## src/rtl/dodge_gfx_pkg.sv

```systemverilog
// Shared graphics constants and types for the DODGE sprite draw path (160x120, 3-bit colour).
package dodge_gfx_pkg;

    localparam int SCREEN_W = 160;
    localparam int SCREEN_H = 120;
    localparam int X_W      = 8;
    localparam int Y_W      = 7;
    localparam int DIM_W    = 5;
    localparam int COLOUR_W = 3;

    localparam logic [COLOUR_W-1:0] COL_BLACK = 3'b000;
    localparam logic [COLOUR_W-1:0] COL_GREEN = 3'b010;

    typedef enum logic [1:0] {
        IDLE  = 2'd0,
        DRAW  = 2'd1,
        CLEAR = 2'd2,
        DONE  = 2'd3
    } sde_state_t;

    // True when a carry-extended pixel address falls outside the visible screen.
    function automatic logic is_offscreen(input logic [X_W:0] px, input logic [Y_W:0] py);
        return (px >= (X_W+1)'(SCREEN_W)) || (py >= (Y_W+1)'(SCREEN_H));
    endfunction

endpackage

```

## src/rtl/sprite_draw_engine_raster_scan_counter.sv

```systemverilog
// Row-major column/row scan counter with programmable limits; exposes the next
// position and a last flag for the position currently being presented.
module raster_scan_counter
    import dodge_gfx_pkg::*;
(
    input  logic           clk,
    input  logic           reset,
    input  logic           clear,
    input  logic           advance,
    input  logic [X_W-1:0] w_lim,
    input  logic [Y_W-1:0] h_lim,
    output logic [X_W-1:0] next_col,
    output logic [Y_W-1:0] next_row,
    output logic           last
);

    logic [X_W-1:0] col_r;
    logic [Y_W-1:0] row_r;
    logic           col_end_s;

    assign col_end_s = (col_r == (w_lim - X_W'(1)));
    assign last      = col_end_s && (row_r == (h_lim - Y_W'(1)));

    // Next scan position: wrap column at the width limit and step the row.
    always_comb begin
        next_col = col_r;
        next_row = row_r;
        if (col_end_s) begin
            next_col = {X_W{1'b0}};
            next_row = row_r + Y_W'(1);
        end else begin
            next_col = col_r + X_W'(1);
            next_row = row_r;
        end
    end

    // Position register; cleared at request accept, stepped once per pixel.
    always_ff @(posedge clk) begin
        if (reset || clear) begin
            col_r <= {X_W{1'b0}};
            row_r <= {Y_W{1'b0}};
        end else if (advance) begin
            col_r <= next_col;
            row_r <= next_row;
        end else begin
            col_r <= col_r;
            row_r <= row_r;
        end
    end

endmodule

```

## src/rtl/sprite_draw_engine.sv

```systemverilog
// Rectangle/full-screen rasteriser feeding vga_adapter one pixel per clock.
// Optional off-screen clipping is enabled by defining SPRITE_DRAW_CLIP_EN.
module sprite_draw_engine
    import dodge_gfx_pkg::*;
(
    input  logic                CLOCK_50,
    input  logic                reset,
    input  logic                req_valid,
    output logic                req_ready,
    input  logic                req_clear,
    input  logic [X_W-1:0]      req_x,
    input  logic [Y_W-1:0]      req_y,
    input  logic [DIM_W-1:0]    req_w,
    input  logic [DIM_W-1:0]    req_h,
    input  logic [COLOUR_W-1:0] req_colour,
    output logic                busy,
    output logic                done,
    output logic [X_W-1:0]      x,
    output logic [Y_W-1:0]      y,
    output logic [COLOUR_W-1:0] colour,
    output logic                plot
);

    sde_state_t          state_r, next_state_s;
    logic [X_W-1:0]      x0_r, x_r, x_next_s, base_x_s, off_x_s, pix_x_s, w_lim_s, next_col_s;
    logic [Y_W-1:0]      y0_r, y_r, y_next_s, base_y_s, off_y_s, pix_y_s, h_lim_s, next_row_s;
    logic [DIM_W-1:0]    w_r, h_r;
    logic [COLOUR_W-1:0] colour_r, colour_next_s;
    logic                plot_r, plot_next_s, done_r, done_next_s, busy_r, req_ready_r;
    logic                accept_s, latch_s, cnt_clear_s, cnt_adv_s, cnt_last_s, clip_s;

    assign accept_s  = req_valid && req_ready_r;
    assign req_ready = req_ready_r;
    assign busy      = busy_r;
    assign done      = done_r;
    assign x         = x_r;
    assign y         = y_r;
    assign colour    = colour_r;
    assign plot      = plot_r;

    assign w_lim_s = (state_r == CLEAR) ? X_W'(SCREEN_W) : X_W'(w_r);
    assign h_lim_s = (state_r == CLEAR) ? Y_W'(SCREEN_H) : Y_W'(h_r);

    raster_scan_counter u_scan (
        .clk      (CLOCK_50),
        .reset    (reset),
        .clear    (cnt_clear_s),
        .advance  (cnt_adv_s),
        .w_lim    (w_lim_s),
        .h_lim    (h_lim_s),
        .next_col (next_col_s),
        .next_row (next_row_s),
        .last     (cnt_last_s)
    );

    // In IDLE the first pixel comes straight from the request payload, later ones from the latched origin.
    always_comb begin
        if (state_r == IDLE) begin
            base_x_s = req_x;
            base_y_s = req_y;
            off_x_s  = {X_W{1'b0}};
            off_y_s  = {Y_W{1'b0}};
        end else begin
            base_x_s = x0_r;
            base_y_s = y0_r;
            off_x_s  = next_col_s;
            off_y_s  = next_row_s;
        end
    end

`ifdef SPRITE_DRAW_CLIP_EN
    logic [X_W:0] pix_x_wide_s;
    logic [Y_W:0] pix_y_wide_s;
    assign pix_x_wide_s = {1'b0, base_x_s} + {1'b0, off_x_s};
    assign pix_y_wide_s = {1'b0, base_y_s} + {1'b0, off_y_s};
    assign pix_x_s      = pix_x_wide_s[X_W-1:0];
    assign pix_y_s      = pix_y_wide_s[Y_W-1:0];
    assign clip_s       = is_offscreen(pix_x_wide_s, pix_y_wide_s);
`else
    assign pix_x_s = base_x_s + off_x_s;
    assign pix_y_s = base_y_s + off_y_s;
    assign clip_s  = 1'b0;
`endif

    // Next-state and next-output decode.
    always_comb begin
        next_state_s  = state_r;
        x_next_s      = x_r;
        y_next_s      = y_r;
        colour_next_s = colour_r;
        plot_next_s   = 1'b0;
        done_next_s   = 1'b0;
        latch_s       = 1'b0;
        cnt_clear_s   = 1'b0;
        cnt_adv_s     = 1'b0;
        case (state_r)
            IDLE: begin
                if (accept_s) begin
                    latch_s       = 1'b1;
                    cnt_clear_s   = 1'b1;
                    colour_next_s = req_colour;
                    if (req_clear) begin
                        next_state_s = CLEAR;
                        x_next_s     = {X_W{1'b0}};
                        y_next_s     = {Y_W{1'b0}};
                        plot_next_s  = 1'b1;
                    end else if ((req_w == {DIM_W{1'b0}}) || (req_h == {DIM_W{1'b0}})) begin
                        next_state_s = DONE;
                        done_next_s  = 1'b1;
                    end else begin
                        next_state_s = DRAW;
                        x_next_s     = pix_x_s;
                        y_next_s     = pix_y_s;
                        plot_next_s  = !clip_s;
                    end
                end else begin
                    next_state_s = IDLE;
                end
            end
            DRAW, CLEAR: begin
                if (cnt_last_s) begin
                    next_state_s = DONE;
                    done_next_s  = 1'b1;
                end else begin
                    cnt_adv_s   = 1'b1;
                    x_next_s    = pix_x_s;
                    y_next_s    = pix_y_s;
                    plot_next_s = !clip_s;
                end
            end
            DONE:    next_state_s = IDLE;
            default: next_state_s = IDLE;
        endcase
    end

    // State, request latch and registered pixel/handshake outputs.
    always_ff @(posedge CLOCK_50) begin
        if (reset) begin
            state_r     <= IDLE;
            x0_r        <= {X_W{1'b0}};
            y0_r        <= {Y_W{1'b0}};
            w_r         <= {DIM_W{1'b0}};
            h_r         <= {DIM_W{1'b0}};
            x_r         <= {X_W{1'b0}};
            y_r         <= {Y_W{1'b0}};
            colour_r    <= {COLOUR_W{1'b0}};
            plot_r      <= 1'b0;
            done_r      <= 1'b0;
            busy_r      <= 1'b0;
            req_ready_r <= 1'b0;
        end else begin
            state_r     <= next_state_s;
            x_r         <= x_next_s;
            y_r         <= y_next_s;
            colour_r    <= colour_next_s;
            plot_r      <= plot_next_s;
            done_r      <= done_next_s;
            busy_r      <= (next_state_s != IDLE);
            req_ready_r <= (next_state_s == IDLE);
            if (latch_s) begin
                x0_r <= req_clear ? {X_W{1'b0}} : req_x;
                y0_r <= req_clear ? {Y_W{1'b0}} : req_y;
                w_r  <= req_w;
                h_r  <= req_h;
            end else begin
                x0_r <= x0_r;
                y0_r <= y0_r;
                w_r  <= w_r;
                h_r  <= h_r;
            end
        end
    end

endmodule

```

## config.mk

```make
export PLATFORM = sky130hd
export DESIGN_NAME = sprite_draw_engine
export DESIGN_NICKNAME = d
export VERILOG_FILES = /design/src/rtl/dodge_gfx_pkg.sv /design/src/rtl/sprite_draw_engine_raster_scan_counter.sv /design/src/rtl/sprite_draw_engine.sv
export SDC_FILE = /design/constraint.sdc
export NUM_CORES = 1
export LEC_CHECK = 0
export ABC_AREA = 1
export BUFFER_PORTS_ARGS = -buffer_cell sky130_fd_sc_hd__buf_2
export CORE_UTILIZATION = 60
export CTS_BUF_LIST = sky130_fd_sc_hd__clkbuf_16
export CTS_CLUSTER_DIAMETER = 100
export DETAILED_ROUTE_END_ITERATION = 10
export PLACE_DENSITY = 0.79
export SKIP_CTS_REPAIR_TIMING = 1
export SLEW_MARGIN = 20
export SYNTH_ARGS = -nofsm -noshare
export SYNTH_HDL_FRONTEND = slang
export SYNTH_SLANG_ARGS = --single-unit
```

## constraint.sdc

```tcl
create_clock -name CLOCK_50 -period 10.95 [get_ports CLOCK_50]
set_input_delay 1.095 -clock CLOCK_50 [delete_from_list [all_inputs] [get_ports CLOCK_50]]
set_output_delay 1.095 -clock CLOCK_50 [all_outputs]
set_load 0.01 [all_outputs]
```

==> reports/results.tsv <==
stage	metric	value	unit
cells_and_area	# nets final	682	
worst_setup_path	Critical Path Slowest Stage Cell	fa_1	
cells_and_area	Post-Layout Cell Count	710	
cells_and_area	layout cells sized above 1	0.136	
routing	Vias	3806	
sta	Final min period	4.18	ns
logic_synthesis	Synth Flop Type	dfxtp_1	
sta	Final Hold Vio Count	0	
sta	Max Freq	0.239	GHz
worst_setup_path	worst endpoint required time	11.15	ns
worst_setup_path	crit-path max FO	17	
flow_run	Max Cap Violations	0	
logic_synthesis	synthesized cell area	3900	um2
logic_synthesis	mux cell area share after synthesis	0.00256	
outcome	status	completed	
sta	Finish-stage setup viols	0	
routing	1st-pass router iterations	5	
routing	wire per inst	12.9	um
clocking	Num Clock Sinks	64	
power	maximum vdd drop	0.000113	V
placed_design	port buffer count	53	
worst_setup_path	critical path arrival	4.38	ns
global_route	number of global-route vias before repair	3310	
clocking	Num CTS Buffers	9	
global_route	initial antenna violation count	0	
logic_synthesis	largest area contributor in the netlist	dfxtp_1	
power	Static Leak	2.09	nW
logic_synthesis	largest family of logic cells by synthesized area	simple AND/OR/NAND/NOR gates	
sta	final slew viol count	0	
logic_synthesis	Syn Area/Cell	6.67	um2
routing	DR DRC count	0	
routing	DR iter-0 viols	241	
logic_synthesis	Post-Synth Simple-Gate Area	0.281	
worst_setup_path	Crit path largest cell delay	0.42	ns
worst_setup_path	WS Path Type	reg2reg	
logic_synthesis	most numerous cell in the Yosys netlist	nand2_1	
logic_synthesis	ys async rst share	0	
logic_synthesis	sequential area share after synthesis	0.328	
placed_design	RePlAce Congestion	0.904	
placed_design	placed insts	694	
cells_and_area	post-route cell area	4440	um2
cells_and_area	P&R area growth vs syn	13.6	%
worst_hold_path	Hold Path Class	reg2reg	
worst_setup_path	CP endpoint kind	flop	
logic_synthesis	Ys Warns	0	
power	pwr dens	140	nW/um2
logic_synthesis	Post-synth EDFFs	0	
logic_synthesis	Net Count, Synth	639	
logic_synthesis	distinct cell type count of the synthesized netlist	38	
cells_and_area	Final Util	0.703	
placed_design	placed cell area	4170	um2
routing	Routed WL	9.15	mm
clocking	H-tree levels	3	
logic_synthesis	top post-synthesis cells by count	nand2_1 (120), inv_1 (73), dfxtp_1 (64)	
floorplan	Die Width	82.7	um
routing	via/cell ratio	5.36	
clocking	CTS tree	done	
logic_synthesis	xor/xnor cell area share of the yosys netlist	0.0468	
sta	Final Skew	0.00681	ns
clocking	maximum root-to-sink buffer count	2	
sta	TNS Setup	0	ns
sta	Slew headroom	0.210	
sta	RSZ-0062 raised after global routing	false	
logic_synthesis	post-synthesis instance total	585	
clocking	Clock Root Buffer	clkbuf_16	
sta	Worst Tran Pin Value	1.18	ns
floorplan	Die ar.	6830	um2
logic_synthesis	top cell type's share of synthesized area	0.328	
logic_synthesis	post-synthesis sequential element count	64	
floorplan	io pins	54	
floorplan	starting density of the core	0.618	
clocking	Clock Latency Late Sink	0.33	ns
logic_synthesis	Area contributors post-synth	dfxtp_1 (33%), nand2_1 (12%), o21ai_0 (7.7%), inv_1 (7.0%), a21oi_1 (6.5%)	
global_route	largest net degree at the start of global routing	46	
floorplan	Die Ht	82.7	um
global_route	grt ovf	0	
global_route	Global Route Usage Sum	0.285	
sta	fin crit share	0.382	
routing	ANT nets after route	0	
placed_design	HPWL Detailed	6.68	mm
floorplan	core area	6310	um2
clocking	clk slew on worst S/H paths	0.06	ns
worst_setup_path	cell repeated most along the worst path	inv_1	
logic_synthesis	adder-cell share of the synthesized area	0.0744	
logic_synthesis	Synth Area in Compound Gates	0.165	
floorplan	Rows	29	
worst_setup_path	critical path startpoint category	flop	
global_route	first-pass GRT wire length	14.8	mm
cells_and_area	Diodes inserted	0	
-- critical path, delay by kind of cell, from the launching register on --
| family | cells | cell delay (ns) |
|---|---|---|
| compound gates | 4 | 0.55 |
| buf+inv | 8 | 0.73 |
| fa+ha+maj | 4 | 1.12 |
| flops | 1 | 0.33 |
| simple gates | 12 | 1.10 |
| xor+xnor | 1 | 0.24 |
-- cells in the final DEF, fill, tap and decap left out, types with 3 or more instances in the layout --
cell / n
xnor2_1: 6
nor2_1: 62
clkinv_2: 4
nand3_1: 42
a21oi_1: 51
dfxtp_1: 64
buf_2: 53
nand2_1: 120
xor2_1: 13
o21ai_1: 6
inv_1: 74
or2_2: 3
ha_1: 20
clkbuf_16: 9
o21ai_0: 60
nand4_1: 6
nor3_1: 9
nand2_2: 3
-- sequential cells by signal, summed over array words and instances, names as in the netlist --
signal and count:
req_ready 1, done 1, busy 1, w_r 5
x0_r 8, u_scan.row_r 7, x 8, h_r 5
u_scan.col_r 8, colour 3, y0_r 7, plot 1
state_r 2, y 7
-- layout make-up --
type                            count  area [um2]
Clock buffer                        9         225
Tap cell                           77        96.3
Timing Repair Buffer               55         280
Inverter                           76         285
Multi-Input combinational cell    422        2230
Clock inverter                      7        40.0
Sequential cell                    64        1280
Fill cell                         554        1880
-- power breakdown --
group	internal, mW	leakage [nW]	switching (mW)
Combinational	0.0399	1.43	0.0692
Sequential	0.245	0.521	0.00853
Clock	0.151	0.136	0.105
-- logic make-up after synthesis --
family                     count (synthesis)
AOI/OAI and AO/OA                        124
xor gates and xnor gates                  20
adders and majority gates                 22
buffers and inverters                     99
DFF                                       64
muxes                                      1
and+or+nand+nor                          255
-- final timing paths --
check	startpoint	slack, ns	to	depth (start not counted)
worst min-delay path	x[7]	0.46	x[7]	2
worst max register to register	state_r[0]	6.77	y[6]	29
worst max-delay path	state_r[0]	6.77	y[6]	29
worst min register to register	x[7]	0.46	x[7]	2
-- layer usage --
metal | vias to the layer above | routed length, um | GRT usage | part of all wire
li1 | 1984 | - | - | -
met1 | 1713 | 4380 | 0.363 | 0.48
met2 | 96 | 4280 | 0.484 | 0.47
met3 | 13 | 339 | 0.0451 | 0.037
met4 | 0 | 148 | 0.100 | 0.016
met5 | - | 0 | 0 | 0
-- per-stage QoR --
step           hold WS (ns)  total power, mW  worst slack (ns)
4_1_cts               0.461            0.620              6.78
6_report              0.459            0.619              6.77
3_5_place_dp          0.452            0.366              6.84
5_1_grt               0.478            0.647              6.34
3_3_place_gp          0.448            0.362              7.02
2_1_floorplan         0.442            0.337              7.41
Power figures use the tool's default switching activity.
